`src/rtl/axi4lite_dist.sv`:
```
// AXI4-Lite 1-to-4 address-decoding distributor.
// One upstream AXI4-Lite slave port fans out to four target master ports.
// The read and write paths are independent, and each allows one outstanding transaction.
// Addresses whose top nibble is not BASE_HI, or whose select field is 4..15,
// are answered locally with DECERR and never reach a target.
module axi4lite_dist #(
   parameter logic [3:0]  BASE_HI = 4'h9,
   parameter int unsigned SEL_LO  = 24
) (
   input  logic           clk_i,
   input  logic           rst_i,
   // upstream write address / data / response
   input  logic           inport_awvalid_i,
   output logic           inport_awready_o,
   input  logic [31:0]    inport_awaddr_i,
   input  logic           inport_wvalid_i,
   output logic           inport_wready_o,
   input  logic [31:0]    inport_wdata_i,
   input  logic [3:0]     inport_wstrb_i,
   output logic           inport_bvalid_o,
   input  logic           inport_bready_i,
   output logic [1:0]     inport_bresp_o,
   // upstream read address / data
   input  logic           inport_arvalid_i,
   output logic           inport_arready_o,
   input  logic [31:0]    inport_araddr_i,
   output logic           inport_rvalid_o,
   input  logic           inport_rready_i,
   output logic [31:0]    inport_rdata_o,
   output logic [1:0]     inport_rresp_o,
   // per-target handshakes, bit n = target n
   output logic [3:0]     outport_awvalid_o,
   input  logic [3:0]     outport_awready_i,
   output logic [3:0]     outport_wvalid_o,
   input  logic [3:0]     outport_wready_i,
   input  logic [3:0]     outport_bvalid_i,
   output logic [3:0]     outport_bready_o,
   input  logic [7:0]     outport_bresp_i,
   output logic [3:0]     outport_arvalid_o,
   input  logic [3:0]     outport_arready_i,
   input  logic [3:0]     outport_rvalid_i,
   output logic [3:0]     outport_rready_o,
   input  logic [127:0]   outport_rdata_i,
   input  logic [7:0]     outport_rresp_i,
   // shared payload buses, broadcast to every target
   output logic [31:0]    outport_awaddr_o,
   output logic [31:0]    outport_wdata_o,
   output logic [3:0]     outport_wstrb_o,
   output logic [31:0]    outport_araddr_o
);

   typedef enum logic [1:0] {
      W_IDLE = 2'd0,
      W_REQ  = 2'd1,
      W_WAIT = 2'd2,
      W_RESP = 2'd3
   } wstate_e;

   typedef enum logic [1:0] {
      R_IDLE = 2'd0,
      R_REQ  = 2'd1,
      R_WAIT = 2'd2,
      R_RESP = 2'd3
   } rstate_e;

   // An address is mapped when its top nibble matches and the select field is below 4.
   function automatic logic is_mapped(input logic [31:0] addr);
      return (addr[31:28] == BASE_HI) && (addr[SEL_LO +: 4] < 4'd4);
   endfunction

   // Target index; only meaningful for mapped addresses, where the upper two select bits are zero.
   function automatic logic [1:0] sel_target(input logic [31:0] addr);
      return addr[SEL_LO +: 2];
   endfunction

   function automatic logic [3:0] onehot(input logic [1:0] t);
      return 4'b0001 << t;
   endfunction

   // ---------------- write path state ----------------
   wstate_e     wstate_q, wstate_d;
   logic        w_acc_q, w_acc_d;        // one-cycle awready/wready pulse
   logic [31:0] awaddr_q, awaddr_d;
   logic [31:0] wdata_q, wdata_d;
   logic [3:0]  wstrb_q, wstrb_d;
   logic [1:0]  wtgt_q, wtgt_d;
   logic [3:0]  awv_q, awv_d;
   logic [3:0]  wv_q, wv_d;
   logic [3:0]  bready_q, bready_d;
   logic        bvalid_q, bvalid_d;
   logic [1:0]  bresp_q, bresp_d;

   // ---------------- read path state ----------------
   rstate_e     rstate_q, rstate_d;
   logic        r_acc_q, r_acc_d;        // one-cycle arready pulse
   logic [31:0] araddr_q, araddr_d;
   logic [1:0]  rtgt_q, rtgt_d;
   logic [3:0]  arv_q, arv_d;
   logic [3:0]  rready_q, rready_d;
   logic        rvalid_q, rvalid_d;
   logic [1:0]  rresp_q, rresp_d;
   logic [31:0] rdata_q, rdata_d;

   // Write FSM next state: accept AW+W together, forward them to the target, and return its B response.
   always_comb begin
      wstate_d = wstate_q;
      w_acc_d  = 1'b0;
      awaddr_d = awaddr_q;
      wdata_d  = wdata_q;
      wstrb_d  = wstrb_q;
      wtgt_d   = wtgt_q;
      awv_d    = awv_q;
      wv_d     = wv_q;
      bready_d = bready_q;
      bvalid_d = bvalid_q;
      bresp_d  = bresp_q;
      case (wstate_q)
         W_IDLE: begin
            if (inport_awvalid_i && inport_wvalid_i) begin
               w_acc_d = 1'b1;
               if (is_mapped(inport_awaddr_i)) begin
                  awaddr_d = inport_awaddr_i;
                  wdata_d  = inport_wdata_i;
                  wstrb_d  = inport_wstrb_i;
                  wtgt_d   = sel_target(inport_awaddr_i);
                  wstate_d = W_REQ;
               end else begin
                  bresp_d  = 2'b11;
                  wstate_d = W_RESP;
               end
            end else begin
               wstate_d = W_IDLE;
            end
         end
         W_REQ: begin
            // The first cycle in W_REQ is the upstream accept cycle; the target valids launch from it.
            if (w_acc_q) begin
               awv_d = onehot(wtgt_q);
               wv_d  = onehot(wtgt_q);
            end else begin
               awv_d = awv_q & ~outport_awready_i;
               wv_d  = wv_q & ~outport_wready_i;
               if ((awv_d == 4'b0000) && (wv_d == 4'b0000)) begin
                  bready_d = onehot(wtgt_q);
                  wstate_d = W_WAIT;
               end else begin
                  wstate_d = W_REQ;
               end
            end
         end
         W_WAIT: begin
            if ((outport_bvalid_i & bready_q) != 4'b0000) begin
               bresp_d  = outport_bresp_i[{wtgt_q, 1'b0} +: 2];
               bready_d = 4'b0000;
               bvalid_d = 1'b1;
               wstate_d = W_RESP;
            end else begin
               wstate_d = W_WAIT;
            end
         end
         W_RESP: begin
            // The DECERR path arrives here with bvalid low, so it is raised one cycle after the accept.
            if (!bvalid_q) begin
               bvalid_d = 1'b1;
            end else if (inport_bready_i) begin
               bvalid_d = 1'b0;
               wstate_d = W_IDLE;
            end else begin
               bvalid_d = 1'b1;
            end
         end
         default: begin
            wstate_d = W_IDLE;
         end
      endcase
   end

   // Read FSM next state: accept AR, forward it to the target, and return its R data and response.
   always_comb begin
      rstate_d = rstate_q;
      r_acc_d  = 1'b0;
      araddr_d = araddr_q;
      rtgt_d   = rtgt_q;
      arv_d    = arv_q;
      rready_d = rready_q;
      rvalid_d = rvalid_q;
      rresp_d  = rresp_q;
      rdata_d  = rdata_q;
      case (rstate_q)
         R_IDLE: begin
            if (inport_arvalid_i) begin
               r_acc_d = 1'b1;
               if (is_mapped(inport_araddr_i)) begin
                  araddr_d = inport_araddr_i;
                  rtgt_d   = sel_target(inport_araddr_i);
                  rstate_d = R_REQ;
               end else begin
                  rresp_d  = 2'b11;
                  rdata_d  = 32'h0000_0000;
                  rstate_d = R_RESP;
               end
            end else begin
               rstate_d = R_IDLE;
            end
         end
         R_REQ: begin
            if (r_acc_q) begin
               arv_d = onehot(rtgt_q);
            end else begin
               arv_d = arv_q & ~outport_arready_i;
               if (arv_d == 4'b0000) begin
                  rready_d = onehot(rtgt_q);
                  rstate_d = R_WAIT;
               end else begin
                  rstate_d = R_REQ;
               end
            end
         end
         R_WAIT: begin
            if ((outport_rvalid_i & rready_q) != 4'b0000) begin
               rdata_d  = outport_rdata_i[{rtgt_q, 5'b00000} +: 32];
               rresp_d  = outport_rresp_i[{rtgt_q, 1'b0} +: 2];
               rready_d = 4'b0000;
               rvalid_d = 1'b1;
               rstate_d = R_RESP;
            end else begin
               rstate_d = R_WAIT;
            end
         end
         R_RESP: begin
            if (!rvalid_q) begin
               rvalid_d = 1'b1;
            end else if (inport_rready_i) begin
               rvalid_d = 1'b0;
               rstate_d = R_IDLE;
            end else begin
               rvalid_d = 1'b1;
            end
         end
         default: begin
            rstate_d = R_IDLE;
         end
      endcase
   end

   // Write path registers; reset drops any in-flight write without a response.
   always_ff @(posedge clk_i or negedge rst_i) begin
      if (!rst_i) begin
         wstate_q <= W_IDLE;
         w_acc_q  <= 1'b0;
         awaddr_q <= 32'h0000_0000;
         wdata_q  <= 32'h0000_0000;
         wstrb_q  <= 4'h0;
         wtgt_q   <= 2'd0;
         awv_q    <= 4'b0000;
         wv_q     <= 4'b0000;
         bready_q <= 4'b0000;
         bvalid_q <= 1'b0;
         bresp_q  <= 2'b00;
      end else begin
         wstate_q <= wstate_d;
         w_acc_q  <= w_acc_d;
         awaddr_q <= awaddr_d;
         wdata_q  <= wdata_d;
         wstrb_q  <= wstrb_d;
         wtgt_q   <= wtgt_d;
         awv_q    <= awv_d;
         wv_q     <= wv_d;
         bready_q <= bready_d;
         bvalid_q <= bvalid_d;
         bresp_q  <= bresp_d;
      end
   end

   // Read path registers; reset drops any in-flight read without a response.
   always_ff @(posedge clk_i or negedge rst_i) begin
      if (!rst_i) begin
         rstate_q <= R_IDLE;
         r_acc_q  <= 1'b0;
         araddr_q <= 32'h0000_0000;
         rtgt_q   <= 2'd0;
         arv_q    <= 4'b0000;
         rready_q <= 4'b0000;
         rvalid_q <= 1'b0;
         rresp_q  <= 2'b00;
         rdata_q  <= 32'h0000_0000;
      end else begin
         rstate_q <= rstate_d;
         r_acc_q  <= r_acc_d;
         araddr_q <= araddr_d;
         rtgt_q   <= rtgt_d;
         arv_q    <= arv_d;
         rready_q <= rready_d;
         rvalid_q <= rvalid_d;
         rresp_q  <= rresp_d;
         rdata_q  <= rdata_d;
      end
   end

   // Every output comes straight from a flop.
   assign inport_awready_o  = w_acc_q;
   assign inport_wready_o   = w_acc_q;
   assign inport_bvalid_o   = bvalid_q;
   assign inport_bresp_o    = bresp_q;
   assign inport_arready_o  = r_acc_q;
   assign inport_rvalid_o   = rvalid_q;
   assign inport_rdata_o    = rdata_q;
   assign inport_rresp_o    = rresp_q;
   assign outport_awvalid_o = awv_q;
   assign outport_wvalid_o  = wv_q;
   assign outport_bready_o  = bready_q;
   assign outport_arvalid_o = arv_q;
   assign outport_rready_o  = rready_q;
   assign outport_awaddr_o  = awaddr_q;
   assign outport_wdata_o   = wdata_q;
   assign outport_wstrb_o   = wstrb_q;
   assign outport_araddr_o  = araddr_q;

endmodule

```
`config.mk`:
```
export PLATFORM = sky130hd
export DESIGN_NAME = axi4lite_dist
export DESIGN_NICKNAME = d
export VERILOG_FILES = /design/src/rtl/axi4lite_dist.sv
export SDC_FILE = /design/constraint.sdc
export NUM_CORES = 1
export LEC_CHECK = 0
export BUFFER_PORTS_ARGS = -buffer_cell sky130_fd_sc_hd__buf_2
export CAP_MARGIN = 10
export CORE_AREA = 2 2 168 170
export CTS_CLUSTER_SIZE = 20
export DETAILED_ROUTE_END_ITERATION = 10
export DIE_AREA = 0 0 170 172
export SKIP_LAST_GASP = 1
export SLEW_MARGIN = 20
export SYNTH_ARGS = -nofsm -noshare
export SYNTH_HDL_FRONTEND = slang
export SYNTH_SLANG_ARGS = --single-unit
```
`constraint.sdc`:
```
create_clock -name clk_i -period 5.1 [get_ports clk_i]
set_clock_uncertainty 0.05 [all_clocks]
set_input_delay 0.51 -clock clk_i [delete_from_list [all_inputs] [get_ports clk_i]]
set_output_delay 0.51 -clock clk_i [all_outputs]
set_load 0.01 [all_outputs]
```
==> Word level (Yosys, flattened, before mapping) <==
Cells that the tools add are included.
{ "totals": {"reg_bits": 168, "inputBits": 271, "wordCells": 135} }
{ "op_classes": {"n_lt_le_gt_ge": 2, "n_eq_ne": 22, "shift": 5, "muxes": 51, "bitwise_logic": 8, "n_reduce_logical": 27} }
{ "op_table": {"columns": ["cell", "count"], "rows": [
  ["$shiftx 128x8->32", 1],
  ["$mux 32", 3],
  ["$pmux 32 s2", 1],
  ["$mux 2", 18],
  ["$mux 4", 9],
  ["$ne 2x2->1 const B", 14],
  ["$and 4x4->4", 5],
  ["$pmux 2 s4", 2],
  ["$pmux 4 s2", 2],
  ["$reduce_and 4->1", 4],
  ["$shiftx 8x4->2", 2],
  ["$logic_not 4->1", 3],
  ["$mux 1", 12],
  ["$not 4->4", 3],
  ["$reduce_and 3->1", 4],
  ["$reduce_bool 2->1", 6],
  ["$eq 2x2->1 const B", 4],
  ["$eq 4x4->1 const B", 2],
  ["$lt 4x3->1 const B", 2],
  ["$pmux 2 s2", 2],
  ["$reduce_bool 4->1", 2],
  ["$shl 1x2->4 const A", 2],
  ["$eq 2x1->1 const B", 2],
  ["$logic_and 1x1->1", 4],
  ["3 further kinds", 6]
]} }

==> Depth between registers and ports, before layout <==
Gate-level depths: netlist (run 1).
{ "logic_depth": {"ltp_word": 7, "mapped_depth": 6} }

==> Least setup slack after synthesis (run 1) <==
Ideal clock, no wire load.
{ "synth_timing": {"kind": "input -> register", "from": "input port inport_araddr_i[30]", "to": "register rdata_q[10], in the netlist inport_rdata_o[10]", "setup_ns": 0.079, "arrival_time_ns": 1.615, "t_required_ns": 4.971, "path_slack_ns": 3.355, "stages": 6, "path_buffers": 2, "cell_sequence": "nor4b_2 -> nand3b_1 -> a22oi_1 -> buf_4 -> buf_6 -> mux2i_1"} }
{ "synth_between": {"elab_chain_cells": 4} }
{ "synth_rtl": {"columns": ["item", "line_no", "text"], "rows": [
  ["start: declaration", "26", "input logic [31:0] inport_araddr_i,"],
  ["$eq 4x4->1", "68", "return (addr[31:28] == BASE_HI) && (addr[SEL_LO +: 4] < 4'd4);"],
  ["$logic_and 1x1->1", "68", null],
  ["$ne 2x2->1 (no line)", null, null],
  ["$reduce_and 4->1 (no line)", null, null],
  ["end signal: assignment", "296", "rdata_q <= rdata_d;"],
  ["end: declaration", "102", "logic [31:0] rdata_q, rdata_d;"]
]} }
No other way between the ends.
A chain may end at the register's enable or synchronous reset.

==> Worst setup path in the final report (run 1) <==
{ "layout_timing": {"from": "register rstate_q[0]", "to": "register araddr_q[22], in the netlist outport_araddr_o[22]"} }
{ "layout_between": {"elab_chain_cells": 2} }
{ "layout_rtl": {"columns": ["item", "line_no", "text"], "rows": [
  ["start: declaration", "94", "rstate_e rstate_q, rstate_d;"],
  ["start signal: assignment", "288", "rstate_q <= rstate_d;"],
  ["$logic_not 2->1", "189", "case (rstate_q)"],
  ["$reduce_and 3->1 (no line)", null, null],
  ["end signal: assignment", "290", "araddr_q <= araddr_d;"],
  ["end: declaration", "96", "logic [31:0] araddr_q, araddr_d;"]
]} }
No other way between the ends.

==> metrics list, run 1 <==
* Cell breakdown of the critical path: nor3b_4 > nand4b_2 > mux2_2
* Clock period minus worst slack: 2.47 ns
* Final cycle utilization of the critical path: 48.4%
* Peak per-stage delay on the critical path: 0.83 ns
* DR WL/cell: 17.2 um
- Vias post-DR: 6,084
- Syn Area/Cell: 13.4 um^2
- At the end of routability-driven placement, the weighted congestion stood at 0.818.
* Number of failing hold endpoints at the final stage: 0
* Main synth FF type: dfrtp_1
* TritonRoute pass-1 iters: 4
- After the first detailed-routing iteration, the DRC count stood at 228.
- Number of library cell types mapped by synthesis: 42
* Final setup violating endpoints: 0
* Fraction of layout cells with a size suffix above 1: 60.5%
- Max Fanout on Critical Path: 32
- The first global-routing pass estimated 34.3 mm of wire.
- Total grt overflow: 0
- Sorting the synthesized cells by area gives the leading types as dfrtp_1 (53%), mux2_2 (11%), mux4_2 (11%), mux2i_1 (5.2%), mux2_4 (2.7%).
- CTS placed an instance of clkbuf_16 at the clock tree root.
- Worst path setup slack after routing: 2.63 ns
- The die is 172 um tall.
* Core area: 27,500 um^2
* Worst slack after detailed placement: 2.44 ns
* Number of buffer and inverter stages on the critical path: 0
- The tool flagged a number of max-cap violations equal to 0.
* Number of global-route vias before repair: 6,204
* Number of nets in the synthesized netlist: 842
- Measured in cells, the most critical reg-to-reg path has a length of 3.
* Per-cell via count in the routed design: 4.49
- Total clock buffers created by CTS: 17
- CTS HTree Levels: 4
- For the worst setup path, the data arrival time is 2.72 ns.
* Horizontal die dimension: 170 um
- Number of buffers on the longest clock path: 2
- Start-to-end type of the worst setup path: reg2reg
* Sink Count: 164
- After the last flow step, the layout net total stands at 1,263.
* Number of antenna-violating nets in the routed design: 0
* Total die area: 29,200 um^2
- Max IR drop VDD: 0.259 mV
- Synthesized instance count: 571
* Largest delay contributor family on the critical path: simple AND/OR/NAND/NOR gates
* Type of the worst min-delay path: in2async
- After synthesis the cells add up to 7670 um^2.
* Quantity of I/O buffers inserted on ports: 431
* Startpoint Class: flip-flop
* CP Depth: 3
* Power density cells: 406 nW/um^2
* Post-CTS Hold Fix Bufs: 0
* Post-synth EDFFs: 0
* Clock insertion delay at the later pin of the skew report: 0.43 ns
- Most common cell in the synthesized netlist: dfrtp_1
* Final non-filler cell area: 10,700 um^2
* Fraction of synthesized cell area taken by the top area cell type: 53.5%
- Entering global routing, the biggest net connects 98 pins.
- The run finished with clean final reports.
* Data required time of the worst path: 5.35 ns
* Slew HR: 32.1%
* Number of warning messages in the yosys log: 0
- Initial core utilization: 27.9%
- The initial antenna violation count came to 3.
- In the final timing run, aggregate negative setup slack is 0 ns.
- Overall power consumption after layout is estimated at 4360 uW.
- STA classifies the critical path endpoint as a flip-flop.
- Quantity of gates resized following cts: 0
- Static timing analysis puts the maximum clock frequency at 0.405 GHz.
- GRT Overall Usage: 15.6%
- Summing all placed instances gives a cell area of 10,100 um^2.
- Setup repair after global routing missed its margin: false
* Total wire length after detailed routing: 23.3 mm
- At the pin with the least slew margin, the transition time is 1.02 ns.
- Area overhead of the layout relative to synthesis: 40.0%
- Final hold slack: 0.0256 ns
* DRC violations left: 0
* Largest area contributor in the netlist: dfrtp_1
- Leakage: 0.00610 uW
- Post-CTS Setup Inserts: 0
* Half-perimeter wire length after placement: 18.0 mm
- The slowest stage of the critical path belongs to the cell nand4b_2.
- Register bit total from synthesis: 164
- Max-slew violation total from the final report: 0
- TritonCTS built the clock tree.
- Top cell types by occurrence after synthesis: dfrtp_1 (164), mux2_2 (78), nand2_1 (54)
* Sequential area share after synthesis: 53.5%
- After floorplanning, the core was divided into 61 placement rows.
- Counting flops with an async set or reset pin after synthesis yields a share of 100%.
- 432 I/O pins were placed.
- Clk pin slew, worst setup/hold paths: 0.07 ns
## path summary, 6_finish.rpt
path | from | endpoint | slack (ns)
min in group clk_i | inport_araddr_i[23] | outport_araddr_o[23] | 0.26
worst max register to register | rstate_q[0] | outport_araddr_o[22] | 2.63
max in group asynchronous | rst_i | inport_rdata_o[3] | 3.95
worst max-delay path | rstate_q[0] | outport_araddr_o[22] | 2.63
worst min-delay path | rst_i | outport_wdata_o[24] | 0.03
worst min register to register | outport_araddr_o[31] | outport_araddr_o[31] | 0.41
## sequential cells by signal, indices dropped and copies added, names as in the netlist, 2 cells and up
register           cells
inport_bresp_o         2
inport_rdata_o        32
inport_rresp_o         2
outport_araddr_o      32
outport_arvalid_o      4
outport_awaddr_o      32
outport_awvalid_o      4
outport_bready_o       4
outport_rready_o       4
outport_wdata_o       32
outport_wstrb_o        4
outport_wvalid_o       4
rstate_q               2
wstate_q               2
## per-layer routing
metal | GRT usage, % | share of wire, %
met5 | 0 | 0
met4 | 6.32 | 2.1
met3 | 4.74 | 7.9
met2 | 27.6 | 51
met1 | 17.5 | 39
## stage by stage
| stage | util (%) | instances |
|---|---|---|
| final | 39.1 | 1354 |
| after global routing | 39.1 | 1354 |
| after CTS | 39.1 | 1351 |
| after detailed placement | 36.9 | 1319 |
| after global placement | 36.9 | 1319 |
| after floorplan | - | 571 |
## final cells by class
cell class                      count  area [um^2]
Tap cell                          346          433
Timing Repair Buffer              434         2200
Antenna cell                        3         7.51
Sequential cell                   164         4110
Clock buffer                       20          457
Clock inverter                     12          145
Fill cell                        2716        16700
Inverter                           43          161
Multi-Input combinational cell    332         3230
## cell families after synthesis
group	Yosys count	synth area share, %
multiplexers	168	30.0
buffers and inverters	75	4.66
AO/OA/AOI/OAI	39	3.57
flip-flops	164	53.5
AND/OR/NAND/NOR	125	8.33
## cells in the final DEF, fill, tap and decap left out, drive strengths merged, types with 2 or more instances in the layout
cell type	instances
a2111oi	2
a21oi	4
a22oi	5
and2	8
buf	434
bufinv	2
clkbuf	20
clkinv	2
clkinvlp	4
dfrtp	164
diode	3
inv	47
mux2	92
mux2i	40
mux4	36
nand2	54
nand2b	12
nand3	5
nand3b	2
nor2	22
nor2b	10
nor3	2
nor4b	2
o21ai	16
or3	4
## report_power, final
group	internal [uW]	switching [uW]
Combinational	588	695
Sequential	1540	192
Clock	758	579
Total	2890	1470
Note: power is estimated with default switching activity, not from simulation.
==> inputs of run 2 (changes only) <==
--- a/config.mk
+++ b/config.mk
@@ -7,10 +7,10 @@
 export LEC_CHECK = 0
 export BUFFER_PORTS_ARGS = -buffer_cell sky130_fd_sc_hd__buf_2
 export CAP_MARGIN = 10
-export CORE_AREA = 2 2 168 170
+export CORE_AREA = 2 2 169 171
 export CTS_CLUSTER_SIZE = 20
 export DETAILED_ROUTE_END_ITERATION = 10
-export DIE_AREA = 0 0 170 172
+export DIE_AREA = 0 0 171 173
 export SKIP_LAST_GASP = 1
 export SLEW_MARGIN = 20
 export SYNTH_ARGS = -nofsm -noshare
==> constraint.sdc (replaced) <==
create_clock -name clk_i -period 2.05 [get_ports clk_i]
set_clock_uncertainty 0.05 [all_clocks]
set_input_delay 0.205 -clock clk_i [delete_from_list [all_inputs] [get_ports clk_i]]
set_output_delay 0.205 -clock clk_i [all_outputs]
set_load 0.01 [all_outputs]
==> run 2 against run 1 <==
  * Clock-buffer cell count is 1 lower
  * Setup slack worse by 2.3 ns
  * Clock power is 150% higher
  * Utilization is 3.7 points higher
  * First-iteration DRC count is 27% higher
  * Routed wire length is 5.8% higher
  * Combinational power grew to 2.7 times the previous value
  * Largest power group unchanged
  * Sequential power is 150% higher
  * Cell area is 10% higher
  * Critical endpoint is now outport_araddr_o[14]
==> metrics list, run 2 (synthesized netlist as in run 1, its figures left out) <==
- The critical path's slowest cell was dfrtp_1 (was nand4b_2).
- Type of the worst min-delay path: in2reg (was in2async)
- The CTS clock-pin slew for the worst setup and hold paths was 0.07 ns (about the same).
- The routed via count divided by cell count came to 4.43 (was 4.49).
- The highest ir drop seen on vdd was 0.541 mV (was 0.259 mV).
- The TritonCTS clock tree is yes (unchanged).
* Total grt overflow: 0 (unchanged)
* DR WL/cell: 16.6 um (was 17.2 um)
* TritonRoute pass-1 iters: 4 (unchanged)
- The width of the die is 171 um (was 170 um).
- The leakage dissipation came to 0.00656 uW (was 0.00610 uW).
* Total clock buffers created by CTS: 17 (unchanged)
* Most common library cell in the layout ignoring fill and taps: buf_2 (unchanged)
- Relative contribution of sequential cells to total power: 38.9% (was 39.8%)
- The total number of nets in the final design is 1,362 (was 1,263).
- The reported net switching power was 3770 uW (was 1470 uW).
* Clock insertion delay at the later pin of the skew report: 0.42 ns (was 0.43 ns)
* Quantity of I/O buffers inserted on ports: 431 (unchanged)
- Setup repair after global routing missed its margin: false (unchanged)
- Total number of placement rows: 61 (unchanged)
- The power density over cell area was 934 nW/um^2 (was 406 nW/um^2).
* Final estimated routing congestion in global placement: 0.815 (was 0.818)
- Initial antenna violation count: 1 (was 3)
- Worst path setup slack after routing: 0.291 ns (was 2.63 ns)
- The area of the core region was 27,600 um^2 (was 27,500 um^2).
- The count of cells resized by post-cts repair came to 0 (unchanged).
- The initial core utilization came to 27.8% (was 27.9%).
* Slew @ Worst Pin: 0.528 ns (was 1.02 ns)
* Element type at the critical path end: flip-flop (unchanged)
* Master cell of the clock root buffer: clkbuf_16 (unchanged)
- Wire length of the first global-routing pass: 38.0 mm (was 34.3 mm)
- Start-to-end type of the worst setup path: reg2reg (unchanged)
- Maximum operating frequency: 0.569 GHz (was 0.405 GHz)
- The largest delay contributor family on the critical path is flip-flops (was simple AND/OR/NAND/NOR gates).
- The starting DRC count in detailed routing was 289 (was 228).
- Max-Cap Viols: 0 (unchanged)
* GRT Overall Usage: 16.5% (was 15.6%)
* Sink Count: 164 (unchanged)
- The HPWL after detailed placement came to 18.5 mm (was 18.0 mm).
- DRC violations left: 0 (unchanged)
- The startpoint of the most critical setup path is rstate_q[0] (unchanged).
* Number of failing hold endpoints at the final stage: 0 (unchanged)
- The sum of routed wire length over all layers was 24.6 mm (was 23.3 mm).
- The post-layout minimum cycle time was 1.76 ns (was 2.47 ns).
* Number of inserted filler cells in the final layout: 2,618 (was 2,716)
* Status: completed (unchanged)
- Top library cells by usage in the layout, fill and taps aside: buf_2 (430), dfrtp_1 (162), dlygate4sd3_1 (88), mux2_2 (78), nand2_1 (54) (was buf_2 (430), dfrtp_1 (162), mux2_2 (78), nand2_1 (54), inv_1 (43))
- Final cycle utilization of the critical path: 85.8% (was 48.4%)
- Total Neg Setup Slack: 0 ns (unchanged)
- The cell count after placement came to 1,362 (was 1,319).
- The number of pins with negative max-slew slack in the final report was 0 (unchanged).
- The maximum count of clock buffers along a single path was 2 (unchanged).
- Int Power: 7280 uW (was 2890 uW)
- Power, Total: 11,000 uW (was 4360 uW)
* Pin count of the biggest net entering global routing: 54 (was 98)
- The final number of setup-violating endpoints was 0 (unchanged).
* CTS HTree Levels: 4 (unchanged)
* Total die area: 29,600 um^2 (was 29,200 um^2)
- Worst reg2reg path startpoint: rstate_q[0] (unchanged)
- The fraction of final layout cells sized beyond drive strength 1 was 56.2% (was 60.5%).
- Worst slack after detailed placement: 0.284 ns (was 2.44 ns)
- The count of non-filler cells in the finished layout is 1,484 (was 1,354).
- The startpoint identified for the worst hold timing path is inport_awaddr_i[8].
- The required time of the critical path was 2.29 ns (was 5.35 ns).
* Startpoint Class: flip-flop (unchanged)
- Max Fanout on Critical Path: 32 (unchanged)
* Top Ports: 432 (unchanged)
- Area overhead of the layout relative to synthesis: 54.0% (was 40.0%)
- The arrival time of the worst setup path was 2.00 ns (was 2.72 ns).
* Number of global-route vias before repair: 7,049 (was 6,204)
* Fraction of power spent switching nets: 34.1% (was 33.7%)
- Vias post-DR: 6,575 (was 6,084)
- The final antenna-violating net count was 0 (unchanged).
- Die Span Y: 173 um (was 172 um)
- Cell breakdown of the critical path: nor3b_4 > nand4b_2 > buf_4 > mux2_2 (was nor3b_4 > nand4b_2 > mux2_2)
- Final standard cell utilization of the core: 42.8% (was 39.1%)
- The part of the total power dissipated in the clock network came to 30.0% (was 30.7%).
- The share of total power in combinational logic is 31.1% (was 29.5%).
- The worst relative slew slack came to 64.8% (was 32.1%).
* Peak per-stage delay on the critical path: 0.53 ns (was 0.83 ns)
* Number of buffer and inverter stages on the critical path: 1 (was 0)
run 2: path summary, 6_finish.rpt:
path                                        end  slack, ns  cells past startpoint
setup / recovery           outport_araddr_o[14]       0.29                      4
hold / removal              outport_awaddr_o[8]       0.03                      2
hold reg to reg            outport_araddr_o[28]       0.41                      1
min in group asynchronous    inport_rdata_o[23]       0.23                      2
setup reg to reg           outport_araddr_o[14]       0.29                      4
max in group asynchronous    outport_wdata_o[8]       1.07                      3
run 2: power groups by stage:
stage	Clock, uW	Combinational, uW	Sequential, uW
after global placement	0	3310	4330
final	3310	3440	4290
after detailed placement	0	3370	4340
after CTS	3460	3500	4290
after floorplan	0	1760	4480
after global routing	3560	3810	4380
run 2: layout make-up:
class	count	area, um^2	share of cell area [%]
flip-flops and latches	164	4110	34.7
repair buffers	533	3240	27.4
multi-input cells	332	3230	27.3
well taps	378	473	4.00
clock buffers	19	453	3.83
inverters	43	161	1.37
clock inverters	13	153	1.29
diodes	2	5.00	0.0423
run 2: through the flow:
stage / instance area, um^2 / hold WS, ns
2_1_floorplan: 7670 / -0.141
3_3_place_gp: 10300 / 0.109
3_5_place_dp: 10300 / 0.118
4_1_cts: 11800 / 0.00284
5_1_grt: 11800 / 0.00175
6_report: 11800 / 0.0299
run 2: routing by layer:
layer	part of all wire, %	global-route usage (%)	vias up
met5	0	0	-
met4	1.6	4.38	0
met3	8.9	5.68	23
met2	51	29.7	298
met1	38	18.4	3202
li1	-	-	3052
run 2: repair_timing:
item	4_1_cts	5_1_grt
buffers inserted	0	0
hold buffers	88	0
hold endpoints to repair	123	0
